==> config.mk <==
export PLATFORM = sky130hd
export DESIGN_NAME = sync_fifo_ctrl
export DESIGN_NICKNAME = d
export VERILOG_FILES = /design/src/rtl/sync_fifo_ctrl.sv
export SDC_FILE = /design/constraint.sdc
export NUM_CORES = 1
export LEC_CHECK = 0
export ABC_AREA = 0
export CAP_MARGIN = 20
export CORE_ASPECT_RATIO = 1.75
export CORE_MARGIN = 2
export CORE_UTILIZATION = 55
export CTS_CLUSTER_DIAMETER = 100
export CTS_CLUSTER_SIZE = 30
export DETAILED_ROUTE_END_ITERATION = 10
export MAX_ROUTING_LAYER = met4
export PLACE_DENSITY_LB_ADDON = 0.3
export SKIP_CTS_REPAIR_TIMING = 1
export SLEW_MARGIN = 0
export SYNTH_ARGS = -nofsm -noshare
export SYNTH_HDL_FRONTEND = slang
export SYNTH_SLANG_ARGS = --single-unit
==> constraint.sdc <==
create_clock -name clk -period 7.3 [get_ports clk]
set_input_delay 0.73 -clock clk [delete_from_list [all_inputs] [get_ports clk]]
set_output_delay 0.73 -clock clk [all_outputs]
set_load 0.1 [all_outputs]
==> src/rtl/sync_fifo_ctrl.sv <==
`timescale 1ns/1ps
// sync_fifo_ctrl
//   Single-clock FIFO controller with an internal storage array and a registered
//   read port (read latency 1). It provides fill-level and threshold flags, and
//   sticky overflow/underflow indicators.
//
// Parameters
//   DATA_WIDTH    : width of each stored word
//   ADDR_WIDTH    : address width, DEPTH = 2**ADDR_WIDTH
//   AFULL_THRESH  : almost_full when count >= AFULL_THRESH
//   AEMPTY_THRESH : almost_empty when count <= AEMPTY_THRESH
//
// Ports
//   clk          : clock, all logic on posedge
//   rst          : asynchronous active-high reset
//   flush        : synchronous clear of pointers, count, flags and rd_valid
//   wr_en        : write request
//   wr_data      : write word
//   rd_en        : read request
//   rd_data      : registered read word
//   rd_valid     : rd_data updated this cycle
//   full / empty : count == DEPTH / count == 0
//   almost_full  : threshold flag
//   almost_empty : threshold flag
//   count        : fill level, 0..DEPTH
//   overflow     : sticky, write attempted while full
//   underflow    : sticky, read attempted while empty
module sync_fifo_ctrl #(
   parameter int unsigned DATA_WIDTH    = 41,
   parameter int unsigned ADDR_WIDTH    = 4,
   parameter int unsigned AFULL_THRESH  = (1 << ADDR_WIDTH) - 2,
   parameter int unsigned AEMPTY_THRESH = 2
) (
   input  logic                  clk,
   input  logic                  rst,
   input  logic                  flush,
   input  logic                  wr_en,
   input  logic [DATA_WIDTH-1:0] wr_data,
   input  logic                  rd_en,
   output logic [DATA_WIDTH-1:0] rd_data,
   output logic                  rd_valid,
   output logic                  full,
   output logic                  empty,
   output logic                  almost_full,
   output logic                  almost_empty,
   output logic [ADDR_WIDTH:0]   count,
   output logic                  overflow,
   output logic                  underflow
);

   localparam int unsigned DEPTH = 1 << ADDR_WIDTH;

   logic [DATA_WIDTH-1:0] mem [DEPTH];

   logic [ADDR_WIDTH-1:0] wr_ptr_q, wr_ptr_d;
   logic [ADDR_WIDTH-1:0] rd_ptr_q, rd_ptr_d;
   logic [ADDR_WIDTH:0]   count_q, count_d;
   logic [DATA_WIDTH-1:0] rd_data_q, rd_data_d;
   logic                  rd_valid_q, rd_valid_d;
   logic                  overflow_q, overflow_d;
   logic                  underflow_q, underflow_d;

   logic wr_accept;
   logic rd_accept;

   // Flags come only from the registered count, so they are glitch-free
   // relative to the request inputs.
   always_comb begin
      full         = (count_q == (ADDR_WIDTH+1)'(DEPTH));
      empty        = (count_q == '0);
      almost_full  = (count_q >= (ADDR_WIDTH+1)'(AFULL_THRESH));
      almost_empty = (count_q <= (ADDR_WIDTH+1)'(AEMPTY_THRESH));
   end

   assign wr_accept = wr_en & ~full & ~flush;
   assign rd_accept = rd_en & ~empty & ~flush;

   always_comb begin
      wr_ptr_d    = wr_ptr_q;
      rd_ptr_d    = rd_ptr_q;
      count_d     = count_q;
      rd_data_d   = rd_data_q;
      rd_valid_d  = 1'b0;
      overflow_d  = overflow_q;
      underflow_d = underflow_q;

      if (flush) begin
         // rd_data and the storage array are intentionally left as they are.
         wr_ptr_d    = '0;
         rd_ptr_d    = '0;
         count_d     = '0;
         overflow_d  = 1'b0;
         underflow_d = 1'b0;
      end else begin
         if (wr_accept) begin
            wr_ptr_d = wr_ptr_q + 1'b1;
         end
         if (rd_accept) begin
            rd_ptr_d   = rd_ptr_q + 1'b1;
            rd_data_d  = mem[rd_ptr_q];
            rd_valid_d = 1'b1;
         end
         if (wr_en && full) begin
            overflow_d = 1'b1;
         end
         if (rd_en && empty) begin
            underflow_d = 1'b1;
         end
         case ({wr_accept, rd_accept})
            2'b10:   count_d = count_q + 1'b1;
            2'b01:   count_d = count_q - 1'b1;
            default: count_d = count_q;
         endcase
      end
   end

   always_ff @(posedge clk or posedge rst) begin
      if (rst) begin
         wr_ptr_q    <= '0;
         rd_ptr_q    <= '0;
         count_q     <= '0;
         rd_data_q   <= '0;
         rd_valid_q  <= 1'b0;
         overflow_q  <= 1'b0;
         underflow_q <= 1'b0;
      end else begin
         wr_ptr_q    <= wr_ptr_d;
         rd_ptr_q    <= rd_ptr_d;
         count_q     <= count_d;
         rd_data_q   <= rd_data_d;
         rd_valid_q  <= rd_valid_d;
         overflow_q  <= overflow_d;
         underflow_q <= underflow_d;
      end
   end

   // Storage is not reset; the read of mem[rd_ptr_q] above sees the old contents,
   // so a same-cycle write never shows up on the read port.
   always_ff @(posedge clk) begin
      if (wr_accept) begin
         mem[wr_ptr_q] <= wr_data;
      end
   end

   assign rd_data   = rd_data_q;
   assign rd_valid  = rd_valid_q;
   assign count     = count_q;
   assign overflow  = overflow_q;
   assign underflow = underflow_q;

endmodule

# --- Word-level counts from Yosys, hierarchy flattened ---
# Memories as Yosys holds them, arrays and structs flattened. A register that Yosys moved wholly into a read port is not among the register bits.
# Cells that the tools add are included.
classes:
  eq_ne: 3
  div_mod_pow: 0
  bitwise_logic: 7
  n_lt_le_gt_ge: 2
  n_mul: 0
  shifts: 0
  n_mux: 14
  addsub: 4
  n_reduce_logical: 9
ops:
  columns: ["op", "count"]
  rows:
  - ["$mux W4", 4]
  - ["$pmux W5 S2", 1]
  - ["$add A4 B1 Y4 const B", 2]
  - ["$mux W1", 8]
  - ["$reduce_bool A2 Y1", 4]
  - ["$add A5 B1 Y5 const B", 1]
  - ["$eq A5 B5 Y1 const B", 1]
  - ["$ge A5 B4 Y1 const B", 1]
  - ["$le A5 B2 Y1 const B", 1]
  - ["$logic_not A5 Y1", 1]
  - ["$mux W5", 1]
  - ["$sub A5 B1 Y5 const B", 1]
  - ["$and A1 B1 Y1", 4]
  - ["$not A1 Y1", 3]
  - ["$reduce_bool A3 Y1", 1]
  - ["$eq A2 B1 Y1 const B", 1]
  - ["$eq A2 B2 Y1 const B", 1]
  - ["$logic_and A1 B1 Y1", 2]
  - ["$reduce_and A2 Y1", 1]
totals:
  out_inout_bits: 53
  latch_bits: 0
  word_cells: 46
  romBits: 0
  ff_bits: 16
  n_memories: 1
  ram_bits: 656
mem_list:
  columns: ["name", "depth", "width", "rd", "rd_ports_with_merged_regs", "wr", "line", "rtl"]
  rows:
  - ["mem", 16, 41, 1, 1, 1, "53", "logic [DATA_WIDTH-1:0] mem [DEPTH];"]

# --- Depth between registers and ports, before layout ---
# Gate-level depths: netlist of the first run.
logic_depth:
  depth_word: 7
  depth_mapped: 10
  ltp_nobuf: 9

# --- Worst setup path before layout of the first run ---
# Ideal clock, no wire load.
synth_timing:
  path_kind: "reg2out"
  from: "register count_q[1] (netlist: count[1])"
  to: "output port almost_empty"
  setup_slack_ns: 0.780
  arrival_ns: 5.790
  stages_incl_launch_ff: 3
  cell_sequence: "dfrtp_1 -> buf_2 -> a2111oi_0"
synth_between:
  elab_chain_cells: 1
synth_rtl:
  columns: ["element", "line", "rtl"]
  rows:
  - ["start: declaration", "57", "logic [ADDR_WIDTH:0] count_q, count_d;"]
  - ["start signal: assignment", "129", "count_q <= count_d;"]
  - ["$le A5 B2 Y1", "72", "almost_empty = (count_q <= (ADDR_WIDTH+1)'(AEMPTY_THRESH));"]
  - ["end: declaration", "45", "output logic almost_empty,"]
# Every way passes these cells.

# --- Worst setup path after layout of the first run ---
layout_timing:
  from: "register count_q[1] (netlist: count[1])"
  to: "output port full"
layout_between:
  elab_chain_cells: 1
layout_rtl:
  columns: ["element", "line", "rtl"]
  rows:
  - ["$eq A5 B5 Y1", "69", "full = (count_q == (ADDR_WIDTH+1)'(DEPTH));"]
  - ["end: declaration", "42", "output logic full,"]
# Every way passes these cells.

==> reports/metrics.yaml, run 1 <==
crit_fanout: 11
hpwlAfterDp_microns: 28500
multi_input_area_sq_mm: 0.00595
arrival_ns: 3.20
grt_max_degree: 110
cp_num_buf_inv: 1
hold_class: "reg -> reg"
critPathTopFamily: "buffers and inverters"
dieArea_sq_mm: 0.0516
place_ws_ns: 2.94
stdcell_count: 1908
area_growth_pct: 9.38
peakVddDrop_uv: 283
start_util_pct: 55.5
end_kind: "primary output"
ys_async_sr_fraction_pct: 7.99
rows: 108
r2r_start: "count[1]$_DFFE_PP0P_"
ant_nets: 0
outcome: "finished clean"
gp_congestion: 0.770
cp-startpoint: "count[1]$_DFFE_PP0P_"
synth-edff-count: 656
final_layout_size_suffix_gt1_share_pct: 26.4
worstSetupPathType: "reg -> out"
busiest_layer: "met2"
met1_usage_pct: 28.9
diodes: 0
grt_overflow: 0
rsz0062_at_grt: "no"
fin_crit_sh_pct: 53.8
syn-cell-area_sq_mm: 0.0274
clkLatencyLatePin_ns: 0.60
synthesis.nets: 1187
met3_usage_pct: 1.90
synth_area_per_cell_sq_um: 24.1
cpPeakStageDelay_ns: 1.15
clk_pin_slew_ns: 0.12
synth_seq_cells: 713
path_cells: "or4_1 -> nor2_1 -> clkdlybuf4s50_1"
groute.usage.overall_pct: 21.6
setup_ws_ns: 3.37
p_leak_nw: 9.11
yosysWarnings: 0
synth_cell_types: 45
grtUsageMet2_pct: 36.7
post-route-min-period_ns: 3.93
critPathSlowestCell: "clkdlybuf4s50_1"
worst_pin_slew_ns: 1.09
cts_max_level: 1
ios: 99
final_max_slew_viol_count: 0
wl_per_cell_microns: 27.6
via_per_inst: 6.19
ys_seq_area_share_pct: 77.2
grt_pass1_wl_microns: 80000
synth_area_leaders: "edfxtp_1 72%, mux4_2 17%, dfrtp_1 5.2%"
drc: 0
place_area_sq_mm: 0.0291
cts-root-buf: "clkbuf_16"
synthCells: 1134
maxCapViolations: 0
setup_violations: 0
finalSetupTns_ns: 0
die_w_microns: 173
skew_ns: 0.0293
dp.cells: 1858
holdCritStartpoint: "rd_data[17]$_DFFE_PP0P_"
io_buffer_count: 98
r2r_slack_ns: 3.73
final_nets: 1281
clockBufferDepth: 3
design_area_sq_mm: 0.0299
numCtsBuffers: 27
required_ns: 6.57
die_height_microns: 299
ys.flop_type: "edfxtp_1"
max_slew_margin_pct: 27.2
yosys.area.top_type: "edfxtp_1"
synth_top_cell_area_share_pct: 72.0
cp-start-kind: "flop"
p_per_area_mw_per_mm2: 315
antenna_found_initial: 0
drt_first_pass_iters: 5
cts_tree: "done"
core_sq_mm: 0.0493
p_total_mw: 9.42
drt_iter0_drc: 1189
num_vias: 11800
ff_latch_area_sq_mm: 0.0211
wl_microns: 52700
timing.fmax_mhz: 254
n_fill_cell: 3340
grt_pass1_vias: 12400
hold_viol: 0
clock_sinks: 713
[flip-flops by register name (all words and copies together) (netlist names)]
register and flops:
underflow 1, rd_valid 1, wr_ptr_q 4, overflow 1, count 5, rd_ptr_q 4
mem 656, rd_data 41
[Yosys cell counts, types with 2 or more instances]
master     count
a2111oi_0      2
a21oi_1        6
buf_1          5
buf_2          9
buf_4          2
buf_6         16
clkbuf_1      30
dfrtp_1       57
edfxtp_1     656
ha_1           7
inv_1          5
mux2_2        22
mux2_4        19
mux2i_1        4
mux4_2       205
nand2_1       11
nand3_1        7
nand3b_1       2
nor2_1        26
nor3_1         9
o21ai_0        2
or3_1          2
or4_1          2
xnor2_1        2
xor2_1         6
[final timing paths]
| kind | to | cells past startpoint |
|---|---|---|
| worst max-delay path | full | 3 |
| worst min-delay path | rd_data[17]$_DFFE_PP0P_ | 1 |
| worst max register to register | mem[8][10]$_DFFE_PP_ | 5 |
| worst min register to register | rd_data[17]$_DFFE_PP0P_ | 1 |
| max in group asynchronous | rd_ptr_q[0]$_DFFE_PP0P_ | 3 |
| min in group asynchronous | rd_data[36]$_DFFE_PP0P_ | 3 |
[area by class of cell]
class,instances,area share (%)
multi-input combinational,354,19.9
inverter,5,0.0627
clock buffer,48,2.52
sequential,713,70.6
tap,660,2.76
timing repair buffer,127,4.11
clock inverter,1,0.0293
[cells in the final DEF, fill, tap and decap left out, drive strengths merged, types with 2 or more instances in the layout]
cell,synthesis,layout
clkdlybuf4s50,0,98
nand3b,2,2
mux2,41,41
inv,5,5
nand2,11,11
nor4,2,2
nor3,9,9
mux2i,5,5
or4,2,2
xor2,6,6
a21oi,6,6
clkbuf,30,48
nor2,27,27
a2111oi,2,2
xnor2,2,2
ha,7,7
dfrtp,57,57
buf,32,29
nand3,7,7
edfxtp,656,656
or3,2,2
o21ai,4,4
mux4,205,205
or3b,2,2
[power breakdown]
part / internal (mW) / leakage, nW / switching, mW / total [mW]
registers: 4.65 / 6.60 / 0.171 / 4.82
clock network: 0.714 / 0.362 / 1.13 / 1.84
logic: 1.03 / 2.14 / 1.74 / 2.77
[metrics by stage]
stage	utilization (%)	hold WS (ns)
2_1_floorplan	-	0.503
3_3_place_gp	59.1	0.492
3_5_place_dp	59.1	0.497
4_1_cts	60.6	0.521
5_1_grt	60.7	0.539
6_report	60.7	0.514
[per-layer routing]
layer,up-vias,part of all wire (%)
met3,66,4.8
met4,0,2.1
met2,363,53
li1,4959,-
met5,-,0
met1,6415,40
[logic make-up after synthesis]
| logic type | Yosys count | synth area share [%] |
|---|---|---|
| DFF | 713 | 77.2 |
| muxes | 251 | 19.0 |
| buffers and inverters | 67 | 1.43 |
| and+or+nand+nor | 67 | 1.21 |
| AOI/OAI and AO/OA | 21 | 0.558 |
| xor gates and xnor gates | 8 | 0.256 |
| adders and majority gates | 7 | 0.320 |
Power figures use the tool's default switching activity.
==> inputs of run 2 (changes only) <==
==> constraint.sdc (replaced) <==
create_clock -name clk -period 3.9 [get_ports clk]
set_input_delay 0.39 -clock clk [delete_from_list [all_inputs] [get_ports clk]]
set_output_delay 0.39 -clock clk [all_outputs]
set_load 0.1 [all_outputs]
==> reports/metrics.yaml, run 2 (same netlist as run 1, synthesis figures left out) <==
p_total_mw: 17.8  # was 9.42 mW
cpPeakStageDelay_ns: 1.20  # was 1.15 ns
endpoint: "almost_empty"  # was full
required_ns: 3.51  # was 6.57 ns
arrival_ns: 2.80  # was 3.20 ns
outcome: "finished clean"  # unchanged
end_kind: "primary output"  # unchanged
fin_util_pct: 61.4  # was 60.7%
wl_microns: 54300  # was 52,700 microns
grt_overflow: 0  # unchanged
drt_iter0_drc: 1066  # was 1,189
pwr-share-comb_pct: 30.1  # was 29.4%
final_max_slew_viol_count: 0  # unchanged
rsz0062_at_grt: "no"  # unchanged
timing.fmax_mhz: 314
final_nets: 1296  # was 1,281
worstSetupPathType: "reg -> out"  # unchanged
clock_power_share_pct: 19.4  # was 19.5%
antenna_found_initial: 4  # was 0
drc: 0  # unchanged
post-route-min-period_ns: 3.19
cp-start-kind: "flop"  # unchanged
p_leak_nw: 9.23  # was 9.11 nW
holdWs_ns: 0.214  # was 0.514 ns
numCtsBuffers: 27  # unchanged
cts_tree: "done"  # unchanged
cp-startpoint: "count[1]$_DFFE_PP0P_"  # unchanged
largest_register_ffs: 656  # unchanged
grt_max_degree: 84  # was 110
design_area_sq_mm: 0.0303  # was 0.0299 sq mm
most-common-layout-cells: "656 x edfxtp_1, 205 x mux4_2, 96 x clkdlybuf4s50_1"  # was 656 x edfxtp_1, 205 x mux4_2, 98 x clkdlybuf4s50_1
io_buffer_count: 98  # unchanged
hold_class: "in -> async"  # was reg -> reg
die_height_microns: 299  # unchanged
clk_pin_slew_ns: 0.12  # about the same
grt_pass1_vias: 12500  # was 12,400
cts-root-buf: "clkbuf_16"  # unchanged
wl_per_cell_microns: 28.2  # was 27.6 microns
p_switching_mw: 5.75  # was 3.03 mW
max_slew_margin_pct: 31.1  # was 27.2%
setup_ws_ns: 0.714  # was 3.37 ns
regMostFlops: "mem"  # unchanged
place_area_sq_mm: 0.0295  # was 0.0291 sq mm
r2r_start: "count[1]$_DFFE_PP0P_"  # unchanged
ios: 99  # unchanged
place_ws_ns: 0.512  # was 2.94 ns
maxCapViolations: 0  # unchanged
swShare_pct: 32.3  # was 32.2%
critPathSlowestCell: "clkdlybuf4s50_1"  # unchanged
worst_pin_slew_ns: 1.03  # was 1.09 ns
final_common_cell: "edfxtp_1"  # unchanged
gp_congestion: 0.797  # was 0.770
clock_sinks: 713  # unchanged
p_int_mw: 12.0  # was 6.39 mW
hold_viol: 0  # unchanged
ant_nets: 0  # unchanged
num_vias: 11900  # was 11,800
cts_max_level: 1  # unchanged
final_layout_size_suffix_gt1_share_pct: 27.5  # was 26.4%
start_util_pct: 55.5  # unchanged
p_per_area_mw_per_mm2: 588  # was 315 mW/mm^2
via_per_inst: 6.19  # about the same
reg2reg_depth: 9  # was 5
r2r_slack_ns: 0.80  # was 3.73 ns
grt_pass1_wl_microns: 80600  # was 80,000 microns
fin_crit_sh_pct: 81.7
hpwlAfterDp_microns: 30000  # was 28,500 microns
die_w_microns: 173  # unchanged
drt_first_pass_iters: 5  # unchanged
rows: 108  # unchanged
clkLatencyLatePin_ns: 0.61  # was 0.60 ns
reg2reg_to: "count[4]$_DFFE_PP0P_"  # was mem[8][10]$_DFFE_PP_
skew_ns: 0.0178  # was 0.0293 ns
crit_fanout: 11  # unchanged
core_sq_mm: 0.0493  # unchanged
n_fill_cell: 3306  # was 3,340
area_growth_pct: 10.6  # was 9.38%
path_cells: "a2111oi_1 -> clkdlybuf4s50_1"  # was or4_1 -> nor2_1 -> clkdlybuf4s50_1
setup_violations: 0  # unchanged
dieArea_sq_mm: 0.0516  # unchanged
seq_power_share_pct: 50.5  # was 51.1%
peakVddDrop_uv: 388  # was 283 uV
groute.usage.overall_pct: 21.9  # was 21.6%
clockBufferDepth: 3  # unchanged
-- run 2: power groups by stage --
stage / Sequential [mW] / Combinational (mW) / Clock, mW
after global routing: 9.05 / 5.57 / 3.75
after floorplan: 10.8 / 2.47 / 0
after detailed placement: 9.18 / 5.41 / 0
final: 8.99 / 5.35 / 3.45
after CTS: 9.01 / 5.42 / 3.52
after global placement: 9.17 / 5.37 / 0
-- run 2: metal layers --
layer | GRT usage [%] | vias up | share of wire (%)
met3 | 2.61 | 72 | 4.9
met1 | 27.9 | 6517 | 39
met2 | 37.6 | 348 | 54
li1 | - | 4990 | -
met5 | - | - | 0
met4 | 6.49 | 0 | 2.7
-- run 2: how the worst min path moves through the flow --
stage                                       start                 endpoint  slack, ns  cells past startpoint
after detailed placement    underflow$_DFFE_PP0P_    underflow$_DFFE_PP0P_       0.50                      2
after global routing                          rst  rd_data[15]$_DFFE_PP0P_       0.28                      2
after CTS                                     rst  rd_data[21]$_DFFE_PP0P_       0.24                      2
after floorplan                        wr_data[0]      mem[0][0]$_DFFE_PP_       0.49                      0
final                                         rst  rd_data[15]$_DFFE_PP0P_       0.21                      2
after global placement    rd_data[14]$_DFFE_PP0P_  rd_data[14]$_DFFE_PP0P_       0.49                      1
-- run 2: worst max-delay path: cells and delay by family, from the launching register on --
kind / cells / cell delay (ns)
flip-flops: 1 / 0.53
AO/OA/AOI/OAI: 1 / 0.45
buffers and inverters: 1 / 1.20
-- run 2: cell type report --
cell class,instances,area [sq um],share of cell area (%)
well taps,660,826,2.73
clock buffers,48,754,2.49
clock inverters,1,8.76,0.0289
flip-flops and latches,713,21100,69.8
multi-input cells,354,5970,19.7
inverters,5,18.8,0.0620
diodes,3,7.51,0.0248
repair buffers,142,1540,5.10
-- run 2: per-stage QoR --
stage / TNS, ns / instances
floorplan: -360.19 / 1134
CTS: 0 / 1922
detailed placement: 0 / 1873
global placement: 0 / 1873
finish: 0 / 1926
global route: 0 / 1926
==> inputs of run 3 (changes only) <==
==> constraint.sdc (replaced) <==
create_clock -name clk -period 2.9 [get_ports clk]
set_input_delay 0.29 -clock clk [delete_from_list [all_inputs] [get_ports clk]]
set_output_delay 0.29 -clock clk [all_outputs]
set_load 0.1 [all_outputs]
==> reports/metrics.yaml, run 3 (same netlist as run 1, synthesis figures left out) <==
outcome: "finished clean"  # unchanged
final_max_slew_viol_count: 0  # unchanged
largest_register_ffs: 656  # unchanged
cp-start-kind: "flop"  # unchanged
r2r_slack_ns: 0.17  # was 0.80 ns
clk_pin_slew_ns: 0.11  # was 0.12 ns
seq_power_share_pct: 50.2  # was 50.5%
finalSetupTns_ns: 0  # unchanged
die_w_microns: 173  # unchanged
setup_violations: 0  # unchanged
die_height_microns: 299  # unchanged
grt_pass1_wl_microns: 80800  # was 80,600 microns
hold_class: "in -> async"  # unchanged
drt_first_pass_iters: 5  # unchanged
grt_max_degree: 58  # was 84
p_switching_mw: 7.78  # was 5.75 mW
p_leak_nw: 9.41  # was 9.23 nW
final_common_cell: "edfxtp_1"  # unchanged
wl_microns: 54100  # was 54,300 microns
wl_met3_microns: 2460  # was 2650 microns
area_growth_pct: 11.5  # was 10.6%
p_per_area_mw_per_mm2: 785  # was 588 mW/mm^2
rsz0062_at_grt: "no"  # unchanged
drt_iter0_drc: 1181  # was 1,066
grt_overflow: 0  # unchanged
io_buffer_count: 98  # unchanged
final_layout_size_suffix_gt1_share_pct: 33.3  # was 27.5%
maxCapViolations: 0  # unchanged
worstSetupPathType: "reg -> reg"  # was reg -> out
reg2reg_to: "count[4]$_DFFE_PP0P_"  # unchanged
cts_max_level: 1  # unchanged
cpPeakStageDelay_ns: 0.45  # was 1.20 ns
gp_congestion: 0.838  # was 0.797
numCtsBuffers: 27  # unchanged
post-route-min-period_ns: 2.73
pwr-share-comb_pct: 30.4  # was 30.1%
clockBufferDepth: 3  # unchanged
skew_ns: 0.0145  # was 0.0178 ns
required_ns: 3.44  # was 3.51 ns
core_sq_mm: 0.0493  # unchanged
peakVddDrop_uv: 691  # was 388 uV
holdWs_ns: 0.102  # was 0.214 ns
rows: 108  # unchanged
p_int_mw: 16.2  # was 12.0 mW
path_cells: "nor4_4 -> mux2i_2 -> xor2_1 -> ha_1 -> or3_1 -> a21oi_2 -> mux2i_1 -> a2111oi_0 -> a211o_1"  # was a2111oi_1 -> clkdlybuf4s50_1
clock_sinks: 713  # unchanged
wl_met2_microns: 29200  # about the same
hpwlAfterDp_microns: 29500  # was 30,000 microns
fin_crit_sh_pct: 94.1
crit_fanout: 3  # was 11
num_vias: 12000  # was 11,900
drc: 0  # unchanged
start_util_pct: 55.5  # unchanged
top_layer: "met4"  # unchanged
clock_power_share_pct: 19.4  # about the same
antenna_found_initial: 2  # was 4
r2r_start: "count[2]$_DFFE_PP0P_"  # was count[1]$_DFFE_PP0P_
worst_pin_slew_ns: 1.15  # was 1.03 ns
final_nets: 1313  # was 1,296
ant_nets: 0  # unchanged
wl_met1_microns: 21400  # was 21,000 microns
clkLatencyLatePin_ns: 0.60  # was 0.61 ns
arrival_ns: 3.27  # was 2.80 ns
reg2reg_depth: 9  # unchanged
grt_pass1_vias: 12600  # was 12,500
max_slew_margin_pct: 22.9  # was 31.1%
wl_per_cell_microns: 27.9  # was 28.2 microns
regMostFlops: "mem"  # unchanged
dieArea_sq_mm: 0.0516  # unchanged
via_per_inst: 6.17  # was 6.19
cts-root-buf: "clkbuf_16"  # unchanged
critPathSlowestCell: "dfrtp_2"  # was clkdlybuf4s50_1
swShare_pct: 32.5  # was 32.3%
ios: 99  # unchanged
most-common-layout-cells: "656 x edfxtp_1, 205 x mux4_2, 82 x buf_4"  # was 656 x edfxtp_1, 205 x mux4_2, 96 x clkdlybuf4s50_1
end_kind: "flop"  # was primary output
groute.usage.overall_pct: 21.8  # was 21.9%
cts_tree: "done"  # unchanged
hold_viol: 0  # unchanged
timing.fmax_mhz: 367
## run 3: stage by stage
stage          utilization (%)  setup slack (ns)  area, sq um  power (mW)  instances
2_1_floorplan                -            -0.327        27600        17.9       1134
3_3_place_gp              60.3           -0.0559        29700        19.5       1890
3_5_place_dp              60.3           -0.0758        29700        19.6       1890
4_1_cts                   61.8            0.0591        30500        24.1       1939
5_1_grt                   61.9            0.0448        30500        24.7       1942
6_report                  61.9             0.172        30500        24.0       1942
## run 3: how the worst max path moves through the flow
stage	from	endpoint	slack [ns]	cells after the start
5_1_grt	count[2]$_DFFE_PP0P_	count[4]$_DFFE_PP0P_	0.04	9
3_5_place_dp	flush	count[4]$_DFFE_PP0P_	-0.08	10
4_1_cts	count[0]$_DFFE_PP0P_	count[4]$_DFFE_PP0P_	0.06	9
3_3_place_gp	flush	count[4]$_DFFE_PP0P_	-0.06	10
6_report	count[2]$_DFFE_PP0P_	count[4]$_DFFE_PP0P_	0.17	9
2_1_floorplan	count[1]$_DFFE_PP0P_	mem[3][0]$_DFFE_PP_	-0.33	5
## run 3: per-layer routing
metal / vias up / track usage, %
met5: - / -
met4: 0 / 4.97
met3: 64 / 1.80
met2: 362 / 37.8
met1: 6520 / 28.8
li1: 5034 / -
## run 3: critical path: cells and delay by family, from the launching register on
family,cells,cell delay (ns)
compound gates,3,0.75
xor+xnor,1,0.12
fa+ha+maj,1,0.21
flops,1,0.45
mux,2,0.43
simple gates,2,0.71
## run 3: area by class of cell
| cell class | instances | area, sq um |
|---|---|---|
| sequential | 713 | 21100 |
| fill | 3224 | 18800 |
| multi-input combinational | 354 | 6040 |
| timing repair buffer | 159 | 1710 |
| tap | 660 | 826 |
| clock buffer | 48 | 754 |
| inverter | 5 | 18.8 |
| clock inverter | 1 | 8.76 |
| antenna | 2 | 5.00 |
## run 3: power by group through the flow
stage               sequential [mW]  clock [mW]  combinational [mW]
floorplan                      14.5           0                3.38
global placement               12.2           0                7.26
detailed placement             12.3           0                7.34
CTS                            12.0        4.76                7.35
global route                   12.1        5.04                7.59
finish                         12.0        4.65                7.29
